## config.mk

```make
export PLATFORM = sky130hd
export DESIGN_NAME = wb_commit
export DESIGN_NICKNAME = d
export VERILOG_FILES = /design/src/rtl/wb_commit.sv
export SDC_FILE = /design/constraint.sdc
export NUM_CORES = 1
export LEC_CHECK = 0
export ABC_CLOCK_PERIOD_IN_PS = 5500
export CAP_MARGIN = 20
export CORE_ASPECT_RATIO = 0.6
export CORE_MARGIN = 2
export CORE_UTILIZATION = 53
export CTS_CLUSTER_SIZE = 12
export DETAILED_ROUTE_END_ITERATION = 8
export PLACE_DENSITY = 0.91
export SYNTH_ARGS = -nofsm -noshare
export SYNTH_HDL_FRONTEND = slang
export SYNTH_SLANG_ARGS = --single-unit
```

## constraint.sdc

```tcl
create_clock -name clk -period 5.5 [get_ports clk]
set_clock_uncertainty 0.15 [all_clocks]
set_input_delay 1.65 -clock clk [delete_from_list [all_inputs] [get_ports clk]]
set_output_delay 1.65 -clock clk [all_outputs]
set_load 0.02 [all_outputs]
```

## src/rtl/wb_commit.sv

```systemverilog
// Writeback/commit stage: selects the register-file write value, extends and aligns
// load data, owns the architectural PC and stalls execute while a load is pending.
module wb_commit #(
  parameter logic [31:0] RESET_PC = 32'h0000_0000
) (
  input  logic        clk,
  input  logic        rst_n,
  input  logic        ex_valid,
  output logic        ex_ready,
  input  logic [6:0]  opcode,
  input  logic [2:0]  funct3,
  input  logic [4:0]  rd_addr,
  input  logic [31:0] alu_result,
  input  logic [31:0] npc_result,
  input  logic        branch_taken,
  input  logic [31:0] mem_rdata,
  input  logic        mem_rvalid,
  output logic        rf_we,
  output logic [4:0]  rf_waddr,
  output logic [31:0] rf_wdata,
  output logic [31:0] pc_out,
  output logic        commit
);

  localparam logic [6:0] OP_LUI    = 7'b0110111;
  localparam logic [6:0] OP_AUIPC  = 7'b0010111;
  localparam logic [6:0] OP_JAL    = 7'b1101111;
  localparam logic [6:0] OP_JALR   = 7'b1100111;
  localparam logic [6:0] OP_BRANCH = 7'b1100011;
  localparam logic [6:0] OP_LOAD   = 7'b0000011;
  localparam logic [6:0] OP_OPIMM  = 7'b0010011;
  localparam logic [6:0] OP_OP     = 7'b0110011;

  typedef enum logic {IDLE, WAIT_LOAD} state_t;

  state_t      state, state_nxt;
  logic        rf_we_nxt, commit_nxt;
  logic [4:0]  rf_waddr_nxt;
  logic [31:0] rf_wdata_nxt, pc_nxt;
  logic [4:0]  ld_rd, ld_rd_nxt;
  logic [2:0]  ld_f3, ld_f3_nxt;
  logic [1:0]  ld_off, ld_off_nxt;
  logic [31:0] ld_npc, ld_npc_nxt;
  logic [31:0] link_c;
  logic [7:0]  ld_byte_c;
  logic [15:0] ld_half_c;
  logic [31:0] ld_data_c;

  assign ex_ready = (state == IDLE);
  assign link_c   = pc_out + 32'd4;

  // Load lane selection and extension from the latched offset and width.
  always_comb begin
    ld_byte_c = mem_rdata[7:0];
    case (ld_off)
      2'd1:    ld_byte_c = mem_rdata[15:8];
      2'd2:    ld_byte_c = mem_rdata[23:16];
      2'd3:    ld_byte_c = mem_rdata[31:24];
      default: ld_byte_c = mem_rdata[7:0];
    endcase
    ld_half_c = ld_off[1] ? mem_rdata[31:16] : mem_rdata[15:0];
    case (ld_f3)
      3'b000:  ld_data_c = {{24{ld_byte_c[7]}}, ld_byte_c};
      3'b100:  ld_data_c = {24'd0, ld_byte_c};
      3'b001:  ld_data_c = {{16{ld_half_c[15]}}, ld_half_c};
      3'b101:  ld_data_c = {16'd0, ld_half_c};
      default: ld_data_c = mem_rdata;
    endcase
  end

  always_comb begin
    state_nxt    = state;
    rf_we_nxt    = 1'b0;
    commit_nxt   = 1'b0;
    rf_waddr_nxt = rf_waddr;
    rf_wdata_nxt = rf_wdata;
    pc_nxt       = pc_out;
    ld_rd_nxt    = ld_rd;
    ld_f3_nxt    = ld_f3;
    ld_off_nxt   = ld_off;
    ld_npc_nxt   = ld_npc;
    case (state)
      IDLE: begin
        if (ex_valid) begin
          if (opcode == OP_LOAD) begin
            ld_rd_nxt  = rd_addr;
            ld_f3_nxt  = funct3;
            ld_off_nxt = alu_result[1:0];
            ld_npc_nxt = npc_result;
            state_nxt  = WAIT_LOAD;
          end else begin
            commit_nxt = 1'b1;
            pc_nxt     = npc_result;
            case (opcode)
              OP_LUI, OP_AUIPC, OP_OPIMM, OP_OP: begin
                rf_we_nxt    = (rd_addr != 5'd0);
                rf_waddr_nxt = rd_addr;
                rf_wdata_nxt = alu_result;
              end
              OP_JAL: begin
                rf_we_nxt    = (rd_addr != 5'd0);
                rf_waddr_nxt = rd_addr;
                rf_wdata_nxt = link_c;
              end
              OP_JALR: begin
                rf_we_nxt    = (rd_addr != 5'd0);
                rf_waddr_nxt = rd_addr;
                rf_wdata_nxt = link_c;
                pc_nxt       = {npc_result[31:1], 1'b0};
              end
              OP_BRANCH: pc_nxt = branch_taken ? npc_result : link_c;
              default: ;
            endcase
          end
        end
      end
      WAIT_LOAD: begin
        if (mem_rvalid) begin
          rf_we_nxt    = (ld_rd != 5'd0);
          rf_waddr_nxt = ld_rd;
          rf_wdata_nxt = ld_data_c;
          pc_nxt       = ld_npc;
          commit_nxt   = 1'b1;
          state_nxt    = IDLE;
        end
      end
      default: state_nxt = IDLE;
    endcase
  end

  always_ff @(posedge clk or negedge rst_n) begin
    if (!rst_n) begin
      state    <= IDLE;
      rf_we    <= 1'b0;
      rf_waddr <= 5'd0;
      rf_wdata <= 32'd0;
      pc_out   <= RESET_PC;
      commit   <= 1'b0;
      ld_rd    <= 5'd0;
      ld_f3    <= 3'd0;
      ld_off   <= 2'd0;
      ld_npc   <= 32'd0;
    end else begin
      state    <= state_nxt;
      rf_we    <= rf_we_nxt;
      rf_waddr <= rf_waddr_nxt;
      rf_wdata <= rf_wdata_nxt;
      pc_out   <= pc_nxt;
      commit   <= commit_nxt;
      ld_rd    <= ld_rd_nxt;
      ld_f3    <= ld_f3_nxt;
      ld_off   <= ld_off_nxt;
      ld_npc   <= ld_npc_nxt;
    end
  end

endmodule
```

==> flow_metrics.py <==
metrics = {
    "outcome": {
        "outcome": "completed",
    },
    "logic_synthesis": {
        "yosys_register_bits": 114,
        "yosys_warnings": 0,
        "yosys.area.top_type": "dfrtp_1",
        "syn_avg_cell_area_um2": 9.23,
        "synth_top_area_share_pct": 42.1,
        "synth_cell_type_count": 69,
        "synth_commonest_cells": "114 x dfrtp_1, 81 x nand2_1, 54 x o21ai_0",
        "postSynthCellCount": 735,
        "ys.flop_type": "dfrtp_1",
        "synth_edf_count": 0,
        "ys_seq_area_share_pct": 42.1,
        "synth_fp_nets": 852,
        "synthArstFlopShare_pct": 100,
        "synth_area_leaders": "dfrtp_1 42%, mux2_2 7.1%, nand2_1 4.5%",
        "syn-cell-area_um2": 6780,
        "synth.most_common_cell": "dfrtp_1",
    },
    "clock_tree": {
        "postCtsHoldBufs": 0,
        "cts.clk_slew.worst_paths_ns": 0.05,
        "cts_tree": "yes",
        "cts_resized": 0,
        "cts_max_level": 4,
        "cts_setup_buffers": 0,
        "cts_buffers": 17,
        "cts_root_buf": "clkbuf_16",
        "worstSkewPairLatency_ns": 0.41,
        "cts_buffer_depth": 2,
        "cts_sinks": 114,
    },
    "drt": {
        "dr.pass1.iters": 9,
        "avgViaCountPerCell": 6.79,
        "wl_per_cell_um": 23.2,
        "drc": 0,
        "drt_iter0_markers": 1115,
        "wl_mm": 25.0,
        "ant_nets": 0,
        "vias": 7319,
    },
    "global_routing": {
        "grt_start_max_net_pins": 59,
        "grt_usage_pct": 36.1,
        "grt_overflow_total": 0,
        "grt_pass1_vias": 6838,
        "grt_antenna_before_repair": 0,
        "grt_pass1_wl_mm": 37.9,
    },
    "floorplan": {
        "die_h_um": 91.6,
        "rows": 31,
        "die-area_um2": 13800,
        "pin_count": 188,
        "die_x_um": 150,
        "coreArea_um2": 12300,
        "start_util_pct": 55.3,
    },
    "sta": {
        "rsz0062_at_grt": "false",
        "fin_crit_sh_pct": 76.4,
        "slew_viol_final": 0,
        "hold_viol_final": 0,
        "final-setup-viol-count": 0,
        "whs_ns": 0.335,
        "tightest_slew_ns": 1.06,
        "clock.fmax_mhz": 238,
        "max_slew_margin_pct": 28.4,
        "setup_tns_ns": 0,
        "period_needed_ns": 4.20,
    },
    "power": {
        "p_per_area_nw_per_um2": 318,
        "peakVddDrop_mv": 0.219,
        "power.leakage_nw": 3.86,
    },
    "worst_setup_path": {
        "crit_path_top_delay_cell": "and3_1",
        "r2r_slack_ns": 2.35,
        "path_delay_family": "simple AND/OR/NAND/NOR gates",
        "cp_data_required_time_ns": 5.63,
        "cp-start-kind": "primary input",
        "cp-end-kind": "flop",
        "critical_path_buf_inv_count": 1,
        "path_class": "in -> reg",
        "slowest_delay_ns": 0.89,
        "cp_max_fo": 24,
        "worstPathArrival_ns": 4.33,
        "path_cells": "clkdlybuf4s50_1 -> and4b_1 -> and3_1 -> nor2_1 -> a222oi_1 -> o21ai_0",
    },
    "final_layout": {
        "area_growth_pct": 38.2,
        "finish.utilization_pct": 76.5,
        "antenna_cells": 0,
        "fill_cells": 825,
        "num-nets-final": 1018,
        "drive_gt1_share_pct": 11.2,
    },
    "placed_design": {
        "io_buffers": 187,
        "gp_congestion": 1.00,
        "dpl.hpwl_mm": 17.6,
    },
    "run": {
        "maxCapViolations": 0,
    },
    "worst_hold_path": {
        "min_path_type": "reg -> reg",
    },
}
cell usage in the layout, fill, tap and decap left out, drive strengths merged, types with 13 or more instances in the layout:
cell type        n
a211oi          17
a21oi           42
a221oi          14
a22o            15
and3            15
buf             18
clkbuf          23
clkdlybuf4s50  186
dfrtp          114
mux2            43
mux2i           13
nand2           81
nand3           22
nand4           13
nor2            52
o21ai           57
through the flow:
stage	setup slack (ns)	total power [mW]	std cells	area [um^2]
detailed placement	1.00	1.86	1046	8760
finish	1.30	2.98	1078	9380
global placement	1.18	1.84	1046	8760
global route	1.12	3.09	1078	9380
floorplan	2.20	1.43	735	6780
CTS	1.38	2.97	1077	9360
kinds of logic after synthesis:
logic type	count (synthesis)	synth area share, %
mux	57	9.39
fa+ha+maj	1	0.184
flops	114	42.1
compound gates	241	24.5
simple gates	235	17.3
xor+xnor	19	2.45
buf+inv	68	4.11
tightest hold or removal path, delay by kind of cell (launching register included):
family	cells	cell delay (ns)
simple gates	1	0.04
compound gates	1	0.06
flops	1	0.34
final cells by class:
cell class	instances	area, um^2	share of cell area (%)
multi-input cells	553	3670	39.1
clock buffers	23	498	5.31
well taps	165	206	2.20
flip-flops and latches	114	2850	30.4
repair buffers	204	2010	21.4
inverters	11	41.3	0.440
clock inverters	8	103	1.09
registers in the layout (all words and copies together), names as in the netlist:
| register | count |
|---|---|
| commit | 1 |
| ld_f3 | 3 |
| ld_npc | 32 |
| ld_off | 2 |
| ld_rd | 5 |
| pc_out | 32 |
| rf_waddr | 5 |
| rf_wdata | 32 |
| rf_we | 1 |
| state | 1 |
worst paths after layout:
path	depth (start not counted)	start	end
hold reg to reg	2	rf_wdata[16]	rf_wdata[16]
setup reg to reg	8	state	pc_out[7]
max in group asynchronous	2	rst_n	state
setup / recovery	6	opcode[4]	pc_out[29]
hold / removal	2	rf_wdata[16]	rf_wdata[16]
min in group asynchronous	1	rst_n	pc_out[10]
power breakdown:
part | total [mW] | internal [mW] | switching [mW]
logic | 0.768 | 0.379 | 0.389
clock network | 1.12 | 0.723 | 0.393
registers | 1.10 | 0.967 | 0.134
total | 2.98 | 2.07 | 0.916
layer usage:
layer  global-route usage [%]  part of all wire, %  vias up
met1                     51.0                   39     3489
met3                     10.7                   15       82
met5                        0                    0        -
met4                     12.6                  3.4        0
li1                         -                    -     3109
met2                     52.8                   43      639
No activity file was read; power rests on OpenSTA's default activity.
